### src/rtl/lockin_sched_pkg.sv
// lockin_sched_pkg
// Shared definitions for the lock-in MAC scheduler: default sizing,
// FSM state encodings and a helper that pulls one channel's tap count
// out of the packed per-channel tap vector.
package lockin_sched_pkg;

  localparam int NUM_CH_DEF      = 5;
  localparam int TAP_W_DEF       = 7;
  localparam int MAC_LATENCY_DEF = 2;
  localparam int CYC_W_DEF       = 16;

  // Widest packed tap vector and widest tap count the helper handles.
  localparam int TAP_VEC_MAX = 1024;
  localparam int TAP_CNT_MAX = 32;

  typedef logic [2:0] state_t;

  localparam state_t ST_IDLE  = 3'd0;
  localparam state_t ST_ARB   = 3'd1;
  localparam state_t ST_RUN   = 3'd2;
  localparam state_t ST_DRAIN = 3'd3;
  localparam state_t ST_DONE  = 3'd4;

  // Channel ch occupies bits [ch*w +: w] of vec.
  function automatic logic [TAP_CNT_MAX-1:0] tap_count(
    input logic [TAP_VEC_MAX-1:0] vec,
    input int unsigned            ch,
    input int unsigned            w
  );
    logic [TAP_VEC_MAX-1:0] shifted;
    logic [TAP_CNT_MAX-1:0] mask;
    shifted = vec >> (ch * w);
    mask    = (w >= TAP_CNT_MAX) ? '1 : ((TAP_CNT_MAX'(1) << w) - TAP_CNT_MAX'(1));
    return shifted[TAP_CNT_MAX-1:0] & mask;
  endfunction

endpackage

### src/rtl/lockin_mac_scheduler_rr_arbiter.sv
// rr_arbiter
// Combinational round-robin pick: first set request at or after ptr,
// wrapping around to channel 0.
// Ports:
//   req   - request vector
//   ptr   - starting channel for the search
//   grant - one-hot winner (zero if no request)
//   idx   - binary index of the winner
//   valid - any request present
module rr_arbiter
  import lockin_sched_pkg::*;
#(
  parameter int NUM_CH = NUM_CH_DEF,
  parameter int CH_W   = 3
) (
  input  logic [NUM_CH-1:0] req,
  input  logic [CH_W-1:0]   ptr,
  output logic [NUM_CH-1:0] grant,
  output logic [CH_W-1:0]   idx,
  output logic              valid
);

  // Two passes: the upper segment starting at ptr, then the wrap-around.
  always_comb begin
    grant = '0;
    idx   = '0;
    valid = 1'b0;
    for (int k = 0; k < NUM_CH; k++) begin
      if (!valid && req[k] && (k >= int'(ptr))) begin
        valid    = 1'b1;
        grant[k] = 1'b1;
        idx      = CH_W'(k);
      end
    end
    for (int k = 0; k < NUM_CH; k++) begin
      if (!valid && req[k]) begin
        valid    = 1'b1;
        grant[k] = 1'b1;
        idx      = CH_W'(k);
      end
    end
  end

endmodule

### src/rtl/lockin_mac_scheduler.sv
// lockin_mac_scheduler
// Time-shares one MAC engine among the lock-in FIR stages. Each sample
// tick latches the channels that need service; they are granted in
// round-robin order, tap indices are streamed one per cycle framed by
// clear/last, and a per-channel done pulses once the MAC pipeline drains.
// Ports:
//   clk_i, reset_ni        - clock, async active-low reset
//   tick_i, en_i           - sample strobe and per-channel enables
//   taps_i                 - packed per-channel tap counts
//   grant_o                - one-hot channel owning the MAC
//   tap_idx_o, mac_valid_o - tap index and its valid
//   mac_clear_o/mac_last_o - first / final tap of a channel
//   done_o                 - per-channel result-valid pulse
//   busy_o, overrun_o      - activity and sticky overrun flag
//   max_cycles_o           - longest busy period (LOCKIN_SCHED_STATS_EN only)
// Optional feature macro: LOCKIN_SCHED_STATS_EN
module lockin_mac_scheduler
  import lockin_sched_pkg::*;
#(
  parameter int NUM_CH      = NUM_CH_DEF,
  parameter int TAP_W       = TAP_W_DEF,
  parameter int MAC_LATENCY = MAC_LATENCY_DEF
`ifdef LOCKIN_SCHED_STATS_EN
  , parameter int CYC_W     = CYC_W_DEF
`endif
) (
  input  logic                    clk_i,
  input  logic                    reset_ni,
  input  logic                    tick_i,
  input  logic [NUM_CH-1:0]       en_i,
  input  logic [NUM_CH*TAP_W-1:0] taps_i,
  output logic [NUM_CH-1:0]       grant_o,
  output logic [TAP_W-1:0]        tap_idx_o,
  output logic                    mac_valid_o,
  output logic                    mac_clear_o,
  output logic                    mac_last_o,
  output logic [NUM_CH-1:0]       done_o,
  output logic                    busy_o,
  output logic                    overrun_o
`ifdef LOCKIN_SCHED_STATS_EN
  , output logic [CYC_W-1:0]      max_cycles_o
`endif
);

  localparam int CH_W    = (NUM_CH > 1) ? $clog2(NUM_CH) : 1;
  localparam int DRAIN_W = (MAC_LATENCY > 1) ? $clog2(MAC_LATENCY) : 1;
  localparam logic [DRAIN_W-1:0] DRAIN_LAST =
    (MAC_LATENCY > 0) ? DRAIN_W'(MAC_LATENCY - 1) : '0;
  localparam logic [CH_W-1:0] CH_LAST = CH_W'(NUM_CH - 1);

  state_t              state;
  logic [NUM_CH-1:0]   pending;
  logic [CH_W-1:0]     ptr;
  logic [CH_W-1:0]     ch;
  logic [TAP_W-1:0]    idx;
  logic [DRAIN_W-1:0]  drain_cnt;

  logic [NUM_CH-1:0]   arb_grant;
  logic [CH_W-1:0]     arb_idx;
  logic                arb_valid;
  logic [NUM_CH-1:0]   tick_req;
  logic [NUM_CH-1:0]   pending_next;
  logic [NUM_CH-1:0]   ch_onehot;
  logic [TAP_W-1:0]    run_taps;
  logic [TAP_W-1:0]    arb_taps;
  logic                last_tap;

  rr_arbiter #(
    .NUM_CH (NUM_CH),
    .CH_W   (CH_W)
  ) u_arb (
    .req   (pending),
    .ptr   (ptr),
    .grant (arb_grant),
    .idx   (arb_idx),
    .valid (arb_valid)
  );

  assign tick_req     = tick_i ? en_i : '0;
  assign pending_next = pending | tick_req;
  assign ch_onehot    = NUM_CH'(1) << ch;
  assign run_taps     = TAP_W'(tap_count(TAP_VEC_MAX'(taps_i), 32'(ch), TAP_W));
  assign arb_taps     = TAP_W'(tap_count(TAP_VEC_MAX'(taps_i), 32'(arb_idx), TAP_W));
  assign last_tap     = (idx == (run_taps - TAP_W'(1)));
  assign busy_o       = (state != ST_IDLE) || (pending != '0);

  // IDLE and DONE look at pending_next so a tick in the same cycle is
  // already visible to the following ARB. The ARB clear only removes the
  // old bit, so a fresh tick for the granted channel stays queued.
  always_ff @(posedge clk_i or negedge reset_ni) begin
    if (!reset_ni) begin
      state     <= ST_IDLE;
      pending   <= '0;
      ptr       <= '0;
      ch        <= '0;
      idx       <= '0;
      drain_cnt <= '0;
      overrun_o <= 1'b0;
    end else begin
      if (tick_i && busy_o) overrun_o <= 1'b1;
      pending <= pending_next;
      case (state)
        ST_IDLE: begin
          if (pending_next != '0) state <= ST_ARB;
        end
        ST_ARB: begin
          if (arb_valid) begin
            ch      <= arb_idx;
            pending <= (pending & ~arb_grant) | tick_req;
            ptr     <= (arb_idx == CH_LAST) ? '0 : arb_idx + CH_W'(1);
            idx     <= '0;
            state   <= (arb_taps == '0) ? ST_DONE : ST_RUN;
          end else begin
            state <= ST_IDLE;
          end
        end
        ST_RUN: begin
          if (last_tap) begin
            idx       <= '0;
            drain_cnt <= '0;
            state     <= (MAC_LATENCY == 0) ? ST_DONE : ST_DRAIN;
          end else begin
            idx <= idx + TAP_W'(1);
          end
        end
        ST_DRAIN: begin
          if (drain_cnt == DRAIN_LAST) state <= ST_DONE;
          else drain_cnt <= drain_cnt + DRAIN_W'(1);
        end
        ST_DONE: begin
          state <= (pending_next != '0) ? ST_ARB : ST_IDLE;
        end
        default: state <= ST_IDLE;
      endcase
    end
  end

  // During ARB the latched channel is not yet valid, so the grant comes
  // straight from the arbiter.
  always_comb begin
    grant_o     = '0;
    done_o      = '0;
    tap_idx_o   = '0;
    mac_valid_o = 1'b0;
    mac_clear_o = 1'b0;
    mac_last_o  = 1'b0;
    case (state)
      ST_ARB: grant_o = arb_grant;
      ST_RUN: begin
        grant_o     = ch_onehot;
        mac_valid_o = 1'b1;
        tap_idx_o   = idx;
        mac_clear_o = (idx == '0);
        mac_last_o  = last_tap;
      end
      ST_DRAIN: grant_o = ch_onehot;
      ST_DONE: begin
        grant_o = ch_onehot;
        done_o  = ch_onehot;
      end
      default: ;
    endcase
  end

`ifdef LOCKIN_SCHED_STATS_EN
  logic [CYC_W-1:0] cyc_cnt;
  logic             busy_q;

  // The counter restarts on a tick from idle and saturates; its value is
  // folded into the maximum on the cycle busy drops.
  always_ff @(posedge clk_i or negedge reset_ni) begin
    if (!reset_ni) begin
      cyc_cnt      <= '0;
      busy_q       <= 1'b0;
      max_cycles_o <= '0;
    end else begin
      busy_q <= busy_o;
      if (tick_i && !busy_o) cyc_cnt <= CYC_W'(1);
      else if (busy_o && (cyc_cnt != '1)) cyc_cnt <= cyc_cnt + CYC_W'(1);
      if (busy_q && !busy_o && (cyc_cnt > max_cycles_o)) max_cycles_o <= cyc_cnt;
    end
  end
`endif

endmodule

### config.mk
export PLATFORM = sky130hd
export DESIGN_NAME = lockin_mac_scheduler
export DESIGN_NICKNAME = d
export VERILOG_FILES = /design/src/rtl/lockin_sched_pkg.sv /design/src/rtl/lockin_mac_scheduler_rr_arbiter.sv /design/src/rtl/lockin_mac_scheduler.sv
export SDC_FILE = /design/constraint.sdc
export NUM_CORES = 1
export LEC_CHECK = 0
export CAP_MARGIN = 25
export CORE_UTILIZATION = 53
export DETAILED_ROUTE_END_ITERATION = 6
export PLACE_DENSITY = 0.95
export SLEW_MARGIN = 40
export SYNTH_ARGS = -nofsm -noshare
export SYNTH_HDL_FRONTEND = slang
export SYNTH_HIERARCHICAL = 1
export SYNTH_SLANG_ARGS = --single-unit
export TNS_END_PERCENT = 1
### constraint.sdc
create_clock -name clk_i -period 4.04 [get_ports clk_i]
set_input_delay 0.606 -clock clk_i [delete_from_list [all_inputs] [get_ports clk_i]]
set_output_delay 0.606 -clock clk_i [all_outputs]
set_load 0.005 [all_outputs]
==> Word-level counts from Yosys, hierarchy flattened <==
Cells that the tools add are included.
{ "word_totals": {"wordCells": 124, "reg_bits": 23, "in_bits": 43} }
{ "classes": {"add_sub_neg": 4, "n_reduce_logical": 38, "n_bitwise": 4, "n_mux": 51, "order_cmp": 5, "multipliers": 2, "eq_ne": 10, "shift": 3} }
{ "op_table": {"columns": ["op", "count"], "rows": [
  [">> shifter 35 x 6 -> 7 bit", 2],
  ["2-to-1 mux 3 bit", 12],
  ["2-to-1 mux 1 bit", 26],
  ["2-to-1 mux 7 bit", 3],
  ["2-to-1 mux 5 bit", 4],
  ["logical AND 1 bit", 15],
  ["case mux 3 bit (5 select lines)", 1],
  ["logical NOT 7 bit", 2],
  ["case mux 7 bit (2 select lines)", 1],
  ["multiplier 3 x 3 -> 6 bit, second input constant", 2],
  ["OR 5 bit", 2],
  ["case mux 5 bit (2 select lines)", 1],
  ["nonzero test 5 bit", 2],
  ["logical NOT 1 bit", 9],
  ["inequality test 2 bit, second input constant", 4],
  ["adder 7 x 1 -> 7 bit, second input constant", 1],
  ["== test 7 bit", 1],
  ["subtractor 7 x 1 -> 7 bit, second input constant", 1],
  ["== test 3 x 2 -> 1 bit, second input constant", 2],
  ["== test 3 bit, second input constant", 2],
  [">= comparator 1 x 3 -> 1 bit, first input constant", 2],
  [">= comparator 2 x 3 -> 1 bit, first input constant", 2],
  ["AND reduction 2 bit", 3],
  ["bitwise AND 5 bit", 1],
  ["other kinds (14)", 16]
]} }

==> Logic depth before layout (Yosys ltp) <==
{ "logic_depth": {"word_depth": 40, "ltp_mapped": 13, "ltp_nobuf": 12} }

==> Hierarchy <==
The synthesis kept the hierarchy.
{ "modules_own_cells": {"columns": ["mod", "seq_area_each_um2", "area_per_inst_um2", "cells_each", "instances"], "rows": [
  ["lockin_mac_scheduler", 575.6, 2018.2, 225, 1],
  ["rr_arbiter", 0.0, 301.5, 47, 1]
]} }

==> Worst setup path after synthesis <==
Ideal clock, no wire load.
{ "synth_timing": {"kind": "in2out", "from": "in taps_i[22]", "to": "out mac_last_o", "path_stages": 7, "arrival_ns": 2.453, "setup_slack_ns": 0.981, "cell_sequence": "mux4_2 > a22oi_1 > ha_1 > xnor2_1 > a2111oi_4 > and3_2 > and2_4"} }
{ "synth_between": {"elab_chain_cells": 4} }
{ "synth_lines": {"columns": ["element", "line_no", "rtl"], "rows": [
  ["from (decl)", "lockin_mac_scheduler.sv:31", "input logic [NUM_CH*TAP_W-1:0] taps_i,"],
  [">> shifter 35 x 6 -> 7 bit", "lockin_sched_pkg.sv:32", "shifted = vec >> (ch * w);"],
  ["subtractor 7 x 1 -> 7 bit", "lockin_mac_scheduler.sv:84", "assign last_tap = (idx == (run_taps - TAP_W'(1)));"],
  ["== test 7 bit", "lockin_mac_scheduler.sv:84", null],
  ["2-to-1 mux 1 bit", "lockin_mac_scheduler.sv:147", "case (state)"],
  ["to (decl)", "lockin_mac_scheduler.sv:36", "output logic mac_last_o,"]
]} }
Every way passes these cells.

==> Worst setup path after layout <==
{ "layout_timing": {"from": "reg ch[0]", "to": "out mac_last_o"} }
{ "layout_between": {"elab_chain_cells": 5} }
{ "layout_lines": {"columns": ["element", "line_no", "rtl"], "rows": [
  ["from (decl)", "lockin_mac_scheduler.sv:54", "logic [CH_W-1:0] ch;"],
  ["from (signal assigned)", "lockin_mac_scheduler.sv:108", "ch <= arb_idx;"],
  ["multiplier 3 x 3 -> 6 bit", "lockin_sched_pkg.sv:32", null],
  [">> shifter 35 x 6 -> 7 bit", "lockin_sched_pkg.sv:32", null],
  ["subtractor 7 x 1 -> 7 bit", "lockin_mac_scheduler.sv:84", null],
  ["== test 7 bit", "lockin_mac_scheduler.sv:84", null],
  ["2-to-1 mux 1 bit", "lockin_mac_scheduler.sv:147", null]
]} }
Every way passes these cells.

==> metrics.yaml <==
run_status:
  status: "completed"
power_and_ir_drop:
  p_sw_share_pct: 49.5
  p_seq_share_pct: 22.0
  vdd_drop_max_uv: 425
  p_int_w: 0.00109
  power_w: 0.00216
  p_comb_share_pct: 71.4
  p_switching_w: 0.00107
  total_leakage_power_nw: 1.21
  p_per_area_nw_per_um2: 700
  pwr-share-clk_pct: 6.6
grt:
  grt_pass1_wl_mm: 10.7
  grt_usage_pct: 31.1
  grt_max_degree: 24
  globalRoute.totalOverflow: 0
  grt_pass1_vias: 2336
  antenna_found_initial: 0
routing:
  wl_per_cell_microns: 18.9
  drt_first_iter_violations: 267
  vias: 2558
  drcViolationCount: 0
  finalWirelength_mm: 7.37
  ant_nets: 0
  first_pass_iters: 4
  vias_per_cell: 6.56
critical_path:
  cp_cell_sequence: "buf_4 > nor3b_2 > nand2_1 > and2_1 > ha_4 > a31o_1 > a2111oi_4 > and3_4 > and2_4 > clkdlybuf4s50_1"
  rr_startpoint: "ch[0]"
  criticalPathCategory: "register to primary output"
  critPathLaunch: "ch[0]"
  path_max_fanout: 14
  cp_top_family: "simple AND/OR/NAND/NOR gates"
  critPathMaxStageDelay_ns: 0.49
  cp.required_ns: 3.43
  critPathBufInv: 2
  arrival_ns: 3.35
  worstSetupStartpointType: "register"
  end_kind: "primary output"
  cp_slowest_cell: "clkdlybuf4s50_1"
synth:
  ys_ff_latch: 23
  seq_area_frac_synth_pct: 24.8
  avgSynthCellArea_sq_um: 8.53
  synth_cells: 272
  synthArstFlopShare_pct: 100
  yosysWarnings: 6
  syn_area_sq_um: 2320
  synthFlopType: "dfrtp_1"
  synth.distinct_cells: 72
  synth_edf_count: 0
  synth.net_count: 320
floorplan:
  die_area_sq_um: 4650
  ios: 65
  core_area_sq_um: 4090
  dieWidth_microns: 68.2
  row_count: 23
  start_util_pct: 56.8
  die_h_microns: 68.2
timing:
  setup_viol: 0
  hold_ws_ns: 0.316
  finalCritPeriodShare_pct: 98.0
  slew_headroom_pct: 57.9
  skew_ns: 0.00378
  finalHoldViolations: 0
  clock.fmax_ghz: 0.253
  fin_tns_setup_ns: 0
  fin_crit_ns: 3.96
  tightest_slew_ns: 0.631
  drv_slew: 0
cts:
  clock_latency_ns: 0.26
  clockBufferDepth: 2
  cts_max_level: 1
  clock-sinks: 23
  clk_pin_slew_worst_paths_ns: 0.08
  clock-root-buffer: "clkbuf_8"
  cts_made_buffers: 3
  holdBufCountCts: 0
  cts_tree: "built"
placement:
  io_buffers: 64
  post-dp-hpwl_mm: 5.41
  place_congestion: 0.907
finish:
  drive_gt1_share_pct: 15.0
  diodes: 0
  final_nets: 389
  area_growth_pct: 33.2
worst_hold_path:
  holdCritPathClass: "primary input to async pin"
job:
  maxCapViolCount: 0
path summary, 6_finish.rpt:
check / depth (start not counted) / slack, ns / to
hold reg to reg: 1 / 0.47 / overrun_o
max in group asynchronous: 1 / 3.34 / ch[0]
min in group clk_i: 1 / 0.47 / overrun_o
hold / removal: 1 / 0.32 / idx[6]
setup / recovery: 10 / 0.08 / mac_last_o
setup reg to reg: 12 / 0.86 / idx[6]
metrics by stage:
stage          setup slack [ns]  instances  utilization [%]  cell area [sq um]
2_1_floorplan             0.981        272                -               2320
3_3_place_gp           -0.00809        384             73.4               3000
3_5_place_dp            -0.0771        384             73.2               2990
4_1_cts                 0.00150        388             74.9               3060
6_report                 0.0802        390             75.6               3090
5_1_grt                -0.00239        390             75.6               3090
cell type report:
type / count / area, sq um
clock buffers: 4 / 45.0
fillers: 310 / 997
inverters: 14 / 52.6
multi-input cells: 225 / 1640
flip-flops and latches: 23 / 577
well taps: 50 / 62.6
repair buffers: 74 / 711
cells in the mapped netlist, types with 3 or more instances:
| library cell | instances | area share (%) |
|---|---|---|
| a21o_1 | 4 | 1.3 |
| a21oi_1 | 15 | 3.2 |
| a22o_1 | 7 | 2.6 |
| a32o_1 | 3 | 1.3 |
| and2_1 | 6 | 1.6 |
| and3_1 | 6 | 1.6 |
| buf_4 | 3 | 0.97 |
| buf_6 | 4 | 1.9 |
| dfrtp_1 | 23 | 25 |
| ha_1 | 5 | 2.7 |
| inv_1 | 14 | 2.3 |
| mux2_2 | 5 | 2.4 |
| mux2i_1 | 8 | 3.5 |
| nand2_1 | 19 | 3.1 |
| nand2b_1 | 4 | 1.1 |
| nand3_1 | 7 | 1.5 |
| nor2_1 | 25 | 4.0 |
| nor2b_1 | 6 | 1.6 |
| nor3_1 | 15 | 3.2 |
| nor4_1 | 8 | 2.2 |
| o21ai_0 | 9 | 1.9 |
| o21bai_1 | 3 | 0.97 |
| xnor2_1 | 3 | 1.1 |
| xor2_1 | 3 | 1.1 |
state kept, by name, summed over array words and instances (netlist names):
register and cells:
idx 7, pending 5, ch 3, ptr 3
state 3, drain_cnt 1, overrun_o 1
routing by layer:
layer | GRT usage (%) | up-vias | wire length (microns)
li1 | - | 1168 | -
met1 | 40.5 | 1182 | 2960
met2 | 51.5 | 176 | 3400
met3 | 4.50 | 32 | 753
met4 | 12.2 | 0 | 260
met5 | 0 | - | 0
cells by family after synthesis:
group,after synthesis,synth area share (%)
and+or+nand+nor,119,28.3
AOI/OAI and AO/OA,79,27.1
buffers and inverters,24,5.93
DFF,23,24.8
muxes,16,8.95
xor gates and xnor gates,6,2.27
adders and majority gates,5,2.70
power by group through the flow:
stage	combinational, W	sequential (W)	clock [W]
2_1_floorplan	0.00109	0.000394	0
3_3_place_gp	0.00136	0.000462	0
3_5_place_dp	0.00143	0.000468	0
4_1_cts	0.00146	0.000466	0.000145
5_1_grt	0.00166	0.000493	0.000155
6_report	0.00154	0.000475	0.000142
cell usage in the layout (no fill, tap or decap), types with 3 or more instances in the layout:
cell type        Yosys  final
a21o_1               4      4
a21oi_1             15     15
a22o_1               7      7
a32o_1               3      3
and2_1               6      6
and3_1               6      6
buf_4                3     10
clkbuf_8             0      3
clkdlybuf4s50_1      0     63
dfrtp_1             23     22
ha_1                 5      4
inv_1               14     14
mux2_2               5      5
mux2i_1              8      8
mux4_2               2      3
nand2_1             19     19
nand2b_1             4      4
nand3_1              7      7
nor2_1              25     25
nor2b_1              6      6
nor3_1              15     15
nor4_1               8      8
o21ai_0              9      9
o21bai_1             3      3
xnor2_1              3      3
xor2_1               3      3
what timing repair did:
action,CTS,global route
endpoints found under the setup margin,1,1
gates resized for setup,4,5
pin swaps,2,2
setup buffers,0,2
Power figures use the tool's default switching activity.
